$ cat config.mk
export PLATFORM = sky130hd
export DESIGN_NAME = branch_predict_resolve_unit
export DESIGN_NICKNAME = d
export VERILOG_FILES = /design/src/rtl/branch_predict_resolve_unit.sv
export SDC_FILE = /design/constraint.sdc
export NUM_CORES = 1
export LEC_CHECK = 0
export BUFFER_PORTS_ARGS = -buffer_cell sky130_fd_sc_hd__buf_4
export CORE_MARGIN = 2
export CORE_UTILIZATION = 51
export DETAILED_ROUTE_END_ITERATION = 6
export PLACE_DENSITY = 0.77
export SYNTH_ARGS = -nofsm -noshare
export SYNTH_HDL_FRONTEND = slang
export SYNTH_SLANG_ARGS = --single-unit
$ cat constraint.sdc
create_clock -name clk -period 6.6 [get_ports clk]
set_clock_uncertainty 0.2 [all_clocks]
set_input_delay 0.66 -clock clk [delete_from_list [all_inputs] [get_ports clk]]
set_output_delay 0.66 -clock clk [all_outputs]
set_load 0.02 [all_outputs]
$ cat src/rtl/branch_predict_resolve_unit.sv
// Execute-stage resolver for JAL/JALR/conditional branches with a direct-mapped
// branch history/target table looked up by fetch and registered redirect/flush.
module branch_predict_resolve_unit #(
    parameter int unsigned XLEN        = 32,
    parameter int unsigned ADDR_W      = 8,
    parameter int unsigned BHT_ENTRIES = 16,
    parameter int unsigned CNT_W       = 16
) (
    input  logic              clk,
    input  logic              reset,
    input  logic [XLEN-1:0]   fetch_pc,
    output logic              fetch_pred_taken,
    output logic [ADDR_W-1:0] fetch_pred_target,
    input  logic              valid_in,
    input  logic [XLEN-1:0]   pc,
    input  logic [31:0]       instruction,
    input  logic [XLEN-1:0]   first_operand,
    input  logic [XLEN-1:0]   second_operand,
    input  logic              predicted_taken,
    input  logic [ADDR_W-1:0] predicted_target,
    input  logic              clear_counters,
    output logic              resolved_valid,
    output logic              the_branch_is_taken,
    output logic [ADDR_W-1:0] address_to_branch,
    output logic [ADDR_W-1:0] return_address,
    output logic              return_address_usage,
    output logic [4:0]        return_address_reg,
    output logic              flush_indicator,
    output logic [CNT_W-1:0]  branch_count,
    output logic [CNT_W-1:0]  mispredict_count
);

    localparam int unsigned IDX_W = $clog2(BHT_ENTRIES);

    typedef enum logic [6:0] {
        OP_JAL    = 7'b1101111,
        OP_JALR   = 7'b1100111,
        OP_BRANCH = 7'b1100011
    } opcode_e;

    logic [6:0]        opcode;
    logic [2:0]        funct3;
    logic              is_jal, is_jalr, is_br, ctrl;
    logic [XLEN-1:0]   imm_j, imm_i, imm_b, tgt_full, pc_plus4;
    logic              taken, mispredict;
    logic [ADDR_W-1:0] tgt;
    logic [IDX_W-1:0]  look_idx, upd_idx;
    logic [1:0]        ctr_d;

    logic              bht_valid_q [BHT_ENTRIES];
    logic [1:0]        bht_ctr_q   [BHT_ENTRIES];
    logic [ADDR_W-1:0] bht_tgt_q   [BHT_ENTRIES];

    logic              res_q, res_d, tk_q, tk_d, rau_q, rau_d, fl_q, fl_d;
    logic [ADDR_W-1:0] addr_q, addr_d, ra_q, ra_d;
    logic [4:0]        rar_q, rar_d;
    logic [CNT_W-1:0]  bc_q, bc_d, mc_q, mc_d;

    assign opcode = instruction[6:0];
    assign funct3 = instruction[14:12];
    assign is_jal  = (opcode == OP_JAL);
    assign is_jalr = (opcode == OP_JALR);
    assign is_br   = (opcode == OP_BRANCH) && (funct3 != 3'b010) && (funct3 != 3'b011);
    // The instruction behind a flush is wrong-path, so it is never resolved.
    assign ctrl    = valid_in && !fl_q && (is_jal || is_jalr || is_br);

    assign imm_j = {{(XLEN-21){instruction[31]}}, instruction[31], instruction[19:12],
                    instruction[20], instruction[30:21], 1'b0};
    assign imm_i = {{(XLEN-12){instruction[31]}}, instruction[31:20]};
    assign imm_b = {{(XLEN-13){instruction[31]}}, instruction[31], instruction[7],
                    instruction[30:25], instruction[11:8], 1'b0};

    assign pc_plus4 = pc + XLEN'(4);

    always_comb begin
        tgt_full = pc + imm_b;
        if (is_jal) begin
            tgt_full = pc + imm_j;
        end else if (is_jalr) begin
            tgt_full = (first_operand + imm_i) & ~XLEN'(1);
        end
    end
    assign tgt = tgt_full[ADDR_W-1:0];

    always_comb begin
        taken = 1'b1;
        if (is_br) begin
            unique case (funct3)
                3'b000:  taken = (first_operand == second_operand);
                3'b001:  taken = (first_operand != second_operand);
                3'b100:  taken = ($signed(first_operand) <  $signed(second_operand));
                3'b101:  taken = ($signed(first_operand) >= $signed(second_operand));
                3'b110:  taken = (first_operand <  second_operand);
                default: taken = (first_operand >= second_operand);
            endcase
        end
    end

    assign mispredict = (taken != predicted_taken) || (taken && (tgt != predicted_target));

    assign look_idx = fetch_pc[IDX_W+1:2];
    assign upd_idx  = pc[IDX_W+1:2];

    assign fetch_pred_taken  = bht_valid_q[look_idx] & bht_ctr_q[look_idx][1];
    assign fetch_pred_target = bht_valid_q[look_idx] ? bht_tgt_q[look_idx] : '0;

    always_comb begin
        ctr_d = bht_ctr_q[upd_idx];
        if (is_jal || is_jalr) begin
            ctr_d = 2'b11;
        end else if (taken) begin
            if (ctr_d != 2'b11) ctr_d = ctr_d + 2'd1;
        end else begin
            if (ctr_d != 2'b00) ctr_d = ctr_d - 2'd1;
        end
    end

    always_ff @(posedge clk or posedge reset) begin
        if (reset) begin
            for (int unsigned i = 0; i < BHT_ENTRIES; i++) begin
                bht_valid_q[i] <= 1'b0;
                bht_ctr_q[i]   <= 2'b01;
                bht_tgt_q[i]   <= '0;
            end
        end else if (ctrl) begin
            bht_ctr_q[upd_idx] <= ctr_d;
            if (taken) begin
                bht_valid_q[upd_idx] <= 1'b1;
                bht_tgt_q[upd_idx]   <= tgt;
            end
        end
    end

    always_comb begin
        res_d  = ctrl;
        tk_d   = ctrl && taken;
        addr_d = '0;
        ra_d   = '0;
        rau_d  = 1'b0;
        rar_d  = '0;
        fl_d   = ctrl && mispredict;
        if (ctrl) begin
            addr_d = taken ? tgt : pc_plus4[ADDR_W-1:0];
            if (is_jal || is_jalr) begin
                ra_d  = pc_plus4[ADDR_W-1:0];
                rau_d = 1'b1;
                rar_d = instruction[11:7];
            end
        end
        bc_d = bc_q;
        mc_d = mc_q;
        if (clear_counters) begin
            bc_d = '0;
            mc_d = '0;
        end else begin
            if (res_d && (bc_q != '1)) bc_d = bc_q + 1'b1;
            if (fl_d  && (mc_q != '1)) mc_d = mc_q + 1'b1;
        end
    end

    always_ff @(posedge clk or posedge reset) begin
        if (reset) begin
            res_q  <= 1'b0;
            tk_q   <= 1'b0;
            addr_q <= '0;
            ra_q   <= '0;
            rau_q  <= 1'b0;
            rar_q  <= '0;
            fl_q   <= 1'b0;
            bc_q   <= '0;
            mc_q   <= '0;
        end else begin
            res_q  <= res_d;
            tk_q   <= tk_d;
            addr_q <= addr_d;
            ra_q   <= ra_d;
            rau_q  <= rau_d;
            rar_q  <= rar_d;
            fl_q   <= fl_d;
            bc_q   <= bc_d;
            mc_q   <= mc_d;
        end
    end

    assign resolved_valid       = res_q;
    assign the_branch_is_taken  = tk_q;
    assign address_to_branch    = addr_q;
    assign return_address       = ra_q;
    assign return_address_usage = rau_q;
    assign return_address_reg   = rar_q;
    assign flush_indicator      = fl_q;
    assign branch_count         = bc_q;
    assign mispredict_count     = mc_q;

    logic unused_bits;
    assign unused_bits = ^{fetch_pc[XLEN-1:IDX_W+2], fetch_pc[1:0],
                           tgt_full[XLEN-1:ADDR_W], pc_plus4[XLEN-1:ADDR_W]};

endmodule

==> results of run 1 <==
==> metrics by stage <==
stage	power (W)	std cells	worst slack [ps]
6_report	0.00334	1766	2130
5_1_grt	0.00347	1766	1770
4_1_cts	0.00336	1766	2170
3_5_place_dp	0.00192	1718	1630
3_3_place_gp	0.00191	1718	1740
2_1_floorplan	0.00175	1279	2700
==> area by class of cell <==
type                       instances  area [um2]  area share (%)
sequential                       233        5850            38.0
inverter                          47         180            1.17
timing repair buffer             189        1440            9.38
clock buffer                      38         767            4.98
multi-input combinational        919        6660            43.2
clock inverter                    10        86.3           0.561
tap                              330         413            2.68
==> synthesized netlist by cell type (9+ instances only) <==
cell type,instances
xor2_1,22
inv_1,45
ha_1,54
and3_1,9
nand2_1,86
buf_2,15
xnor2_1,9
dfrtp_1,217
nand2b_1,20
nor2b_1,23
a211oi_1,22
mux4_2,59
o21ai_0,305
a21oi_1,41
nand4_1,16
dfstp_2,16
and2_1,15
nand3_1,38
or2_1,11
o21ai_1,14
clkbuf_1,48
o31ai_1,11
nor2_1,48
or4_1,14
==> final timing paths <==
kind                                       from               endpoint  slack [ps]  cells after the start
worst max-delay path                      pc[1]    mispredict_count[1]        2130                     12
worst min register to register   bht_valid_q[6]         bht_valid_q[6]         260                      1
worst min-delay path                      reset        branch_count[6]         110                      2
worst max register to register  flush_indicator         bht_tgt_q[124]        3420                      6
min in group clk                 instruction[7]  return_address_reg[0]         150                      2
max in group asynchronous                 reset      return_address[7]        4620                      3
==> cells in the final DEF, fill, tap and decap left out, drive strengths merged, types with 22 or more instances in the layout <==
master  count
o21ai     319
a211oi     22
nand2      86
nand3      39
clkbuf     38
a21oi      41
mux4       59
buf       189
nor2b      23
dfrtp     217
xor2       22
inv        45
nor2       49
ha         54
==> power breakdown <==
part           leakage [nW]  switching, W  internal [W]  total [W]
Sequential             3.19     0.0000134       0.00146    0.00147
Combinational          3.35      0.000262      0.000166   0.000428
Clock                 0.414      0.000595      0.000846    0.00144
Total                  6.95      0.000870       0.00247    0.00334
==> routing by layer <==
| metal | vias to the layer above | global-route usage, % | wire length [um] |
|---|---|---|---|
| li1 | 4961 | - | - |
| met1 | 5427 | 36.7 | 14300 |
| met2 | 530 | 45.1 | 17300 |
| met3 | 97 | 5.88 | 3290 |
| met4 | 0 | 12.7 | 1680 |
| met5 | - | 0 | 0 |
==> cell families (layout without fill, tap and decap cells) <==
family | count (synthesis) | in the layout
multiplexers | 75 | 75
XOR/XNOR | 31 | 31
buffers and inverters | 127 | 284
AO/OA/AOI/OAI | 433 | 433
AND/OR/NAND/NOR | 323 | 323
flip-flops | 233 | 233
adder cells (fa/ha/maj) | 57 | 57
==> key figures, run 1 <==
CTS
  – Hold-fix buffers at CTS: 0
  – CTS tree: done
  – Clock-pin slew on the worst setup and hold paths: 60 ps
  – Maximum buffer depth of the clock tree: 3
  – Root Buffer: clkbuf_16
  – CTS H-tree lvls: 1
  – Worst-Skew Late Latency: 530 ps
  – Clock sinks: 233
  – CTS Buf Count: 26
  – Cts repair resizes: 0
  – Post-CTS Setup Bufs: 0

Synth
  – Post-Synth XOR/XNOR Area: 2.08%
  – Mux share of post-synthesis cell area: 11.5%
  – Largest cells by area after synthesis: dfrtp_1 (42%), o21ai_0 (12%), mux4_2 (10%), ha_1 (5.2%), dfstp_2 (3.2%)
  – Yosys top cell by area: dfrtp_1
  – Area share of the leading cell type in the synthesized netlist: 41.6%
  – Mapped Nets: 1509
  – Ys async rst share: 100%
  – Register area share after synthesis: 44.8%
  – Synth Area in Simple Gates: 13.1%
  – Yosys warnings: 0
  – Avg Cell Area, Syn: 10.2 um2
  – Yosys cell types: 66
  – Compound-Gate Fraction of Synth Area: 18.6%
  – Cell Area, Synth: 0.0131 mm2
  – Post-Synth Adder-Cell Area: 5.63%
  – Most common flop cell mapped by yosys: dfrtp_1
  – Main combinational cell family by area after synthesis: compound AO/OA/AOI/OAI gates
  – FF+latch count, synth: 233
  – Synth Instances: 1279
  – Post-synth EDFFs: 0

Placement
  – Placed Area: 0.0145 mm2
  – Port Buf Inserts: 177
  – GPL Wtd Cong: 0.898
  – HPWL Detailed: 25500 um

Critical path
  – Slowest-stage cell, CP: a2111oi_4
  – CP Class: input port to flop
  – Crit path capture type: flop
  – Family with the most delay on the worst path: compound AO/OA/AOI/OAI gates
  – Required @ worst endpoint: 6810 ps
  – Crit path arrival time: 4680 ps
  – CP bufs+invs: 1
  – Critical path, cell by cell: buf_4 -> ha_1 -> fa_1 -> a211oi_1 -> o21bai_1 -> a21oi_1 -> mux2i_1 -> o21a_1 -> xnor2_1 -> a2111oi_4 -> nor3b_1 -> o21ba_2
  – Crit path max fanout: 25
  – Slowest stage delay, CP: 1080 ps
  – Setup crit start kind: input port

Pwr
  – Peak VDD IR: 0.000157 V
  – Lkg Pwr: 6.95 nW
  – P per Cell Area: 217 mW/mm2

Detailed routing
  – Drt total wl: 36500 um
  – Via Count: 11.0k
  – Wire per inst: 20.7 um
  – DR iter-0 viols: 929
  – Post-DR vias/cell: 6.24
  – Drt drc: 0
  – ANT nets after route: 0
  – TritonRoute pass-1 iters: 5

Timing
  – Setup violations, final: 0
  – F_max: 224 MHz
  – Worst-Margin Slew: 1180 ps
  – Final Max Slew Viols: 0
  – Tmin final: 4470 ps
  – Final period utilization: 67.7%
  – RSZ-0062 raised after global routing: false
  – Post-Route Setup TNS: 0 ps
  – Hold Vio Cnt, Final: 0
  – Hold WS: 111 ps
  – Relative slew slack: 21.2%

Global route
  – Pin count of the biggest net entering global routing: 196
  – Vias in the first global route: 11.1k
  – Initial antenna violation count: 0
  – GRT Resource Usage Total: 28.0%
  – First-pass GRT wire length: 58800 um
  – Total gr overflow: 0

Layout
  – Largest register FFs: 128
  – Diode count: 0
  – Most flops, register: bht_tgt_q
  – Post-route cell area: 0.0154 mm2
  – Area Growth Syn to Fin: 17.9%
  – Core Util, Final: 61.1%
  – Share of cells above drive strength 1: 23.1%
  – Largest registers: bht_tgt_q x128, bht_ctr_q x32
  – Fillers: 2049
  – Nets@finish: 1646

Floorplanning
  – I/O pin count: 239
  – Starting Density: 51.9%
  – Die height: 164 um
  – Die Area: 0.0269 mm2
  – Die width: 164 um
  – FP Rows: 58
  – Core footprint: 0.0252 mm2

Min path
  – Worst min path class: input port to asynchronous set/reset pin

Outcome
  – Outcome: completed

Job
  – Max-cap violations: 0
Power figures use the tool's default switching activity.
==> inputs of run 2 (changes only) <==
==> constraint.sdc (replaced) <==
create_clock -name clk -period 3.7 [get_ports clk]
set_clock_uncertainty 0.2 [all_clocks]
set_input_delay 0.37 -clock clk [delete_from_list [all_inputs] [get_ports clk]]
set_output_delay 0.37 -clock clk [all_outputs]
set_load 0.02 [all_outputs]
==> key figures, run 2 (synthesis gave the netlist of run 1 again) <==
Outcome
  – Outcome: completed

CTS
  – CTS tree: done
  – Post-CTS Setup Bufs: 0
  – Clock sinks: 233
  – Worst-Skew Late Latency: 510 ps
  – Maximum buffer depth of the clock tree: 3
  – CTS Buf Count: 26
  – Root Buffer: clkbuf_16
  – CTS H-tree lvls: 1
  – Clock-pin slew on the worst setup and hold paths: 60 ps

Layout
  – Diode count: 0
  – Post-route insts no fill: 1844
  – Most flops, register: bht_tgt_q
  – Post-route cell area: 0.0161 mm2
  – Leading cell type in the layout, fill and taps excluded: o21ai_0
  – Nets@finish: 1724
  – Most frequent cells in the layout: o21ai_0 (305), buf_4 (251), dfrtp_1 (217)
  – Largest registers: bht_tgt_q x128, bht_ctr_q x32
  – Area Growth Syn to Fin: 23.1%
  – Share of cells above drive strength 1: 26.1%
  – Largest register FFs: 128

Timing
  – Hold Vio Cnt, Final: 0
  – Worst-Margin Slew: 881 ps
  – F_max: 282 MHz
  – Relative slew slack: 41.1%
  – Hold WS: 71.0 ps
  – Final period utilization: 96.0%
  – Final Max Slew Viols: 0
  – Setup violations, final: 0
  – Tmin final: 3550 ps
  – Post-Route Setup TNS: 0 ps

Global route
  – Pin count of the biggest net entering global routing: 94
  – Vias in the first global route: 11.3k
  – Initial antenna violation count: 0
  – First-pass GRT wire length: 60400 um
  – Total gr overflow: 0
  – GRT Resource Usage Total: 28.6%

Critical path
  – Slowest-stage cell, CP: dlygate4sd3_1
  – Required @ worst endpoint: 3930 ps
  – Critical path, cell by cell: dlygate4sd3_1 -> buf_4 -> ha_1 -> o21ai_0 -> o21bai_1 -> a21oi_2 -> mux2_2 -> or3_1 -> nand4_1 -> a2111oi_4 -> buf_12 -> or4_1 -> a21oi_1
  – FF-to-FF End: mispredict_count[14]
  – Crit path arrival time: 3780 ps
  – Launch point of the worst reg-to-reg path: flush_indicator
  – Reg2reg path depth: 7
  – Slowest stage delay, CP: 540 ps
  – Setup crit start kind: input port
  – Crit path capture type: flop
  – R2r setup slk: 670 ps
  – Crit path max fanout: 21
  – CP Class: input port to flop

Min path
  – Hold Path Stages: 2
  – Worst Hold End: branch_count[6]
  – Worst min path class: input port to flop
  – Min-delay src: clear_counters

Pwr
  – Peak VDD IR: 0.000332 V
  – P per Cell Area: 376 mW/mm2
  – Lkg Pwr: 7.34 nW
  – Power Total: 0.00604 W

Placement
  – HPWL Detailed: 27100 um
  – GPL Wtd Cong: 0.945
  – Port Buf Inserts: 177
  – Cells after DPL: 1786
  – Placed Area: 0.0151 mm2

Detailed routing
  – Drt total wl: 37700 um
  – Wire per inst: 20.5 um
  – DR iter-0 viols: 1016
  – Drt drc: 0
  – Via Count: 11.3k
  – Post-DR vias/cell: 6.10
  – TritonRoute pass-1 iters: 7
  – ANT nets after route: 0

Floorplanning
  – Die width: 164 um
  – Starting Density: 51.9%
  – FP Rows: 58
  – Die Area: 0.0269 mm2
  – I/O pin count: 239
  – Die height: 164 um
  – Core footprint: 0.0252 mm2

Job
  – Max-cap violations: 0
[run 2: cell types whose count changed in the layout (fill, tap and decap cells not counted), moves of 3 or more]
cell,delta
clkinv_2,-4
clkinvlp_4,-3
dlygate4sd3_1,+10
clkbuf_1,+6
buf_12,+4
buf_4,+64
[run 2: critical path, delay by kind of cell]
family / cells / cell delay, ps
muxes: 1 / 360
AOI/OAI and AO/OA: 5 / 790
and+or+nand+nor: 3 / 990
buffers and inverters: 3 / 860
adders and majority gates: 1 / 390
[run 2: power by group]
| group | leakage (nW) | total [W] | switching, W | internal (W) |
|---|---|---|---|---|
| Combinational | 3.73 | 0.000804 | 0.000474 | 0.000329 |
| Sequential | 3.19 | 0.00263 | 0.0000242 | 0.00260 |
| Clock | 0.422 | 0.00262 | 0.00101 | 0.00160 |
[run 2: layout make-up]
class | count | area (um2)
multi-input cells | 919 | 6670
fillers | 1955 | 9100
inverters | 47 | 180
clock inverters | 3 | 65.1
well taps | 330 | 413
clock buffers | 45 | 803
flip-flops and latches | 233 | 5850
repair buffers | 267 | 2100
[run 2: stage by stage]
stage / setup slack, ps / util (%)
floorplan: 93.1 / -
global placement: -68.6 / 60.0
finish: 150 / 63.9
CTS: 142 / 63.8
detailed placement: -148 / 60.0
global route: -3.97 / 63.9
[run 2: worst max path at each step]
stage | from | to | slack [ps] | cells after the start
after CTS | instruction[10] | mispredict_count[14] | 140 | 13
after global routing | instruction[10] | mispredict_count[13] | -4 | 12
final | instruction[10] | mispredict_count[14] | 150 | 13
after floorplan | reset | address_to_branch[0] | 90 | 1
after detailed placement | first_operand[19] | mispredict_count[13] | -150 | 12
after global placement | first_operand[19] | mispredict_count[9] | -70 | 12
[run 2: what timing repair did]
action | CTS | global route
hold endpoints to repair | 45 | 0
hold buffers | 10 | 0
setup endpoints to repair | 0 | 11
resized for setup | 0 | 2
[run 2: layer usage]
layer,global-route usage [%],share of wire (%),routed length [um],vias up
li1,-,-,-,5111
met1,37.0,40,15000,5606
met2,48.5,50,18900,462
met3,4.85,6.9,2600,77
met4,10.8,3.4,1270,0
met5,0,0,0,-
==> inputs of run 3 (changes only) <==
--- a/config.mk
+++ b/config.mk
@@ -7,9 +7,9 @@
 export LEC_CHECK = 0
 export BUFFER_PORTS_ARGS = -buffer_cell sky130_fd_sc_hd__buf_4
 export CORE_MARGIN = 2
-export CORE_UTILIZATION = 51
+export CORE_UTILIZATION = 40
 export DETAILED_ROUTE_END_ITERATION = 6
-export PLACE_DENSITY = 0.77
+export GPL_TIMING_DRIVEN = 0
 export SYNTH_ARGS = -nofsm -noshare
 export SYNTH_HDL_FRONTEND = slang
 export SYNTH_SLANG_ARGS = --single-unit
==> key figures, run 3 (synthesis gave the netlist of run 1 again) <==
Placement
  – GPL Wtd Cong: 0.857
  – Placed Area: 0.0151 mm2
  – Port Buf Inserts: 175
  – HPWL Detailed: 30300 um
  – DP Worst Slack: -603 ps

Min path
  – Worst min path class: input port to flop
  – Worst Hold End: flush_indicator
  – Min-delay src: predicted_taken
  – Hold Path Stages: 3

Timing
  – Setup violations, final: 0
  – Hold Vio Cnt, Final: 0
  – Relative slew slack: 26.2%
  – Worst-Margin Slew: 1110 ps
  – Final Max Slew Viols: 0
  – F_max: 280 MHz
  – Final period utilization: 96.4%
  – Tmin final: 3570 ps
  – Slack of the critical path: 133 ps
  – RSZ-0062 raised after global routing: true

Global route
  – Pin count of the biggest net entering global routing: 42
  – First-pass GRT wire length: 62600 um
  – Total gr overflow: 0
  – Initial antenna violation count: 0
  – Vias in the first global route: 11.0k
  – Grt peak-use layer: met2
  – Met1 Use GR: 31.7%
  – GRT Resource Usage Total: 23.9%
  – GR Util met2: 39.8%
  – Met3 Resource Use GR: 5.63%

Pwr
  – Net switching fraction of the power: 25.7%
  – P per Cell Area: 387 mW/mm2
  – P_sw: 0.00160 W
  – Flop pwr share: 42.1%
  – Logic gate share of total power: 12.9%
  – Cell internal pwr: 0.00464 W
  – Peak VDD IR: 0.000268 V
  – Clock power share: 45.0%
  – Lkg Pwr: 7.19 nW

CTS
  – Worst-Skew Late Latency: 550 ps
  – Clock sinks: 233
  – CTS H-tree lvls: 1
  – CTS Buf Count: 26
  – Maximum buffer depth of the clock tree: 3
  – Clock-pin slew on the worst setup and hold paths: 60 ps
  – Root Buffer: clkbuf_16
  – CTS tree: done

Detailed routing
  – Drt total wl: 40200 um
  – Post-DR vias/cell: 5.61
  – Via Count: 11.0k
  – Drt drc: 0
  – TritonRoute pass-1 iters: 5
  – Wire per inst: 20.5 um
  – DR iter-0 viols: 804
  – ANT nets after route: 0

Floorplanning
  – Core footprint: 0.0324 mm2
  – Die height: 185 um
  – Die Area: 0.0341 mm2
  – Die width: 185 um
  – FP Rows: 66
  – Starting Density: 40.3%
  – I/O pin count: 239

Layout
  – Share of cells above drive strength 1: 23.5%
  – Area Growth Syn to Fin: 23.5%
  – Largest registers: bht_tgt_q x128, bht_ctr_q x32
  – Sequential Area: 0.00585 mm2
  – Multi-input gate area: 0.00668 mm2
  – Most frequent cells in the layout: o21ai_0 (305), dfrtp_1 (217), buf_4 (177)
  – Most flops, register: bht_tgt_q
  – Leading cell type in the layout, fill and taps excluded: o21ai_0
  – Nets@finish: 1729
  – Fillers: 3064
  – Post-route cell area: 0.0161 mm2
  – Largest register FFs: 128
  – Diode count: 0

Critical path
  – Crit path max fanout: 10
  – Launch point of the worst reg-to-reg path: flush_indicator
  – Crit path capture type: primary output
  – CP Class: input port to primary output
  – R2r setup slk: 230 ps
  – Crit path arrival time: 3000 ps
  – Setup crit start kind: input port
  – Required @ worst endpoint: 3130 ps
  – Reg2reg path depth: 8
  – FF-to-FF End: bht_tgt_q[119]

Job
  – Max-cap violations: 0

Outcome
  – Outcome: completed
run 3: repair_timing:
action / in CTS / in global routing
gates resized for setup: 1 / 8
pin swaps: 0 / 1
endpoints found under the hold margin: 49 / 0
setup buffers: 0 / 1
endpoints found under the setup margin: 9 / 29
hold buffers: 10 / 0
run 3: worst max-delay path by stage:
stage	start	to	slack [ps]	cells past startpoint
final	fetch_pc[4]	fetch_pred_target[0]	130	7
after global routing	pc[1]	mispredict_count[9]	-30	12
after CTS	pc[1]	mispredict_count[6]	50	14
after detailed placement	instruction[20]	mispredict_count[6]	-600	14
after global placement	reset	address_to_branch[3]	-1430	2
after floorplan	reset	address_to_branch[0]	90	1
run 3: power groups by stage:
stage / logic [W] / clock network, W / registers (W)
CTS: 0.000804 / 0.00285 / 0.00263
detailed placement: 0.000792 / 0 / 0.00267
global route: 0.000888 / 0.00296 / 0.00263
global placement: 0.000763 / 0 / 0.00267
floorplan: 0.000460 / 0 / 0.00266
finish: 0.000807 / 0.00281 / 0.00263
run 3: cell type report:
cell class,instances,area share [%]
multi-input cells,919,41.4
clock buffers,32,4.42
repair buffers,192,9.55
plain buffers,80,2.42
well taps,442,3.43
clock inverters,16,1.39
flip-flops and latches,233,36.3
inverters,47,1.12
run 3: per-layer routing:
metal / routed length [um] / share of wire [%] / up-vias
li1: - / - / 5131
met2: 19400 / 48 / 393
met1: 16800 / 42 / 5418
met5: 0 / 0 / -
met3: 3170 / 7.9 / 57
met4: 809 / 2.0 / 0
run 3: worst max-delay path, stage by stage:
cell and delay (ps):
buf_4 110, buf_1 550, clkbuf_1 660, mux4_2 450, mux4_2 510, nor2b_1 150, buf_4 190
run 3: through the flow:
step	total power, W	TNS, ps	utilization (%)	hold slack [ps]	std cells
after floorplan	0.00312	0	-	229	1279
after global placement	0.00343	-335200	46.1	247	1896
after detailed placement	0.00346	-43930	46.5	163	1902
after CTS	0.00628	0	49.7	17.2	1960
after global routing	0.00647	-35.1	49.8	41.3	1961
final	0.00624	0	49.8	42.2	1961
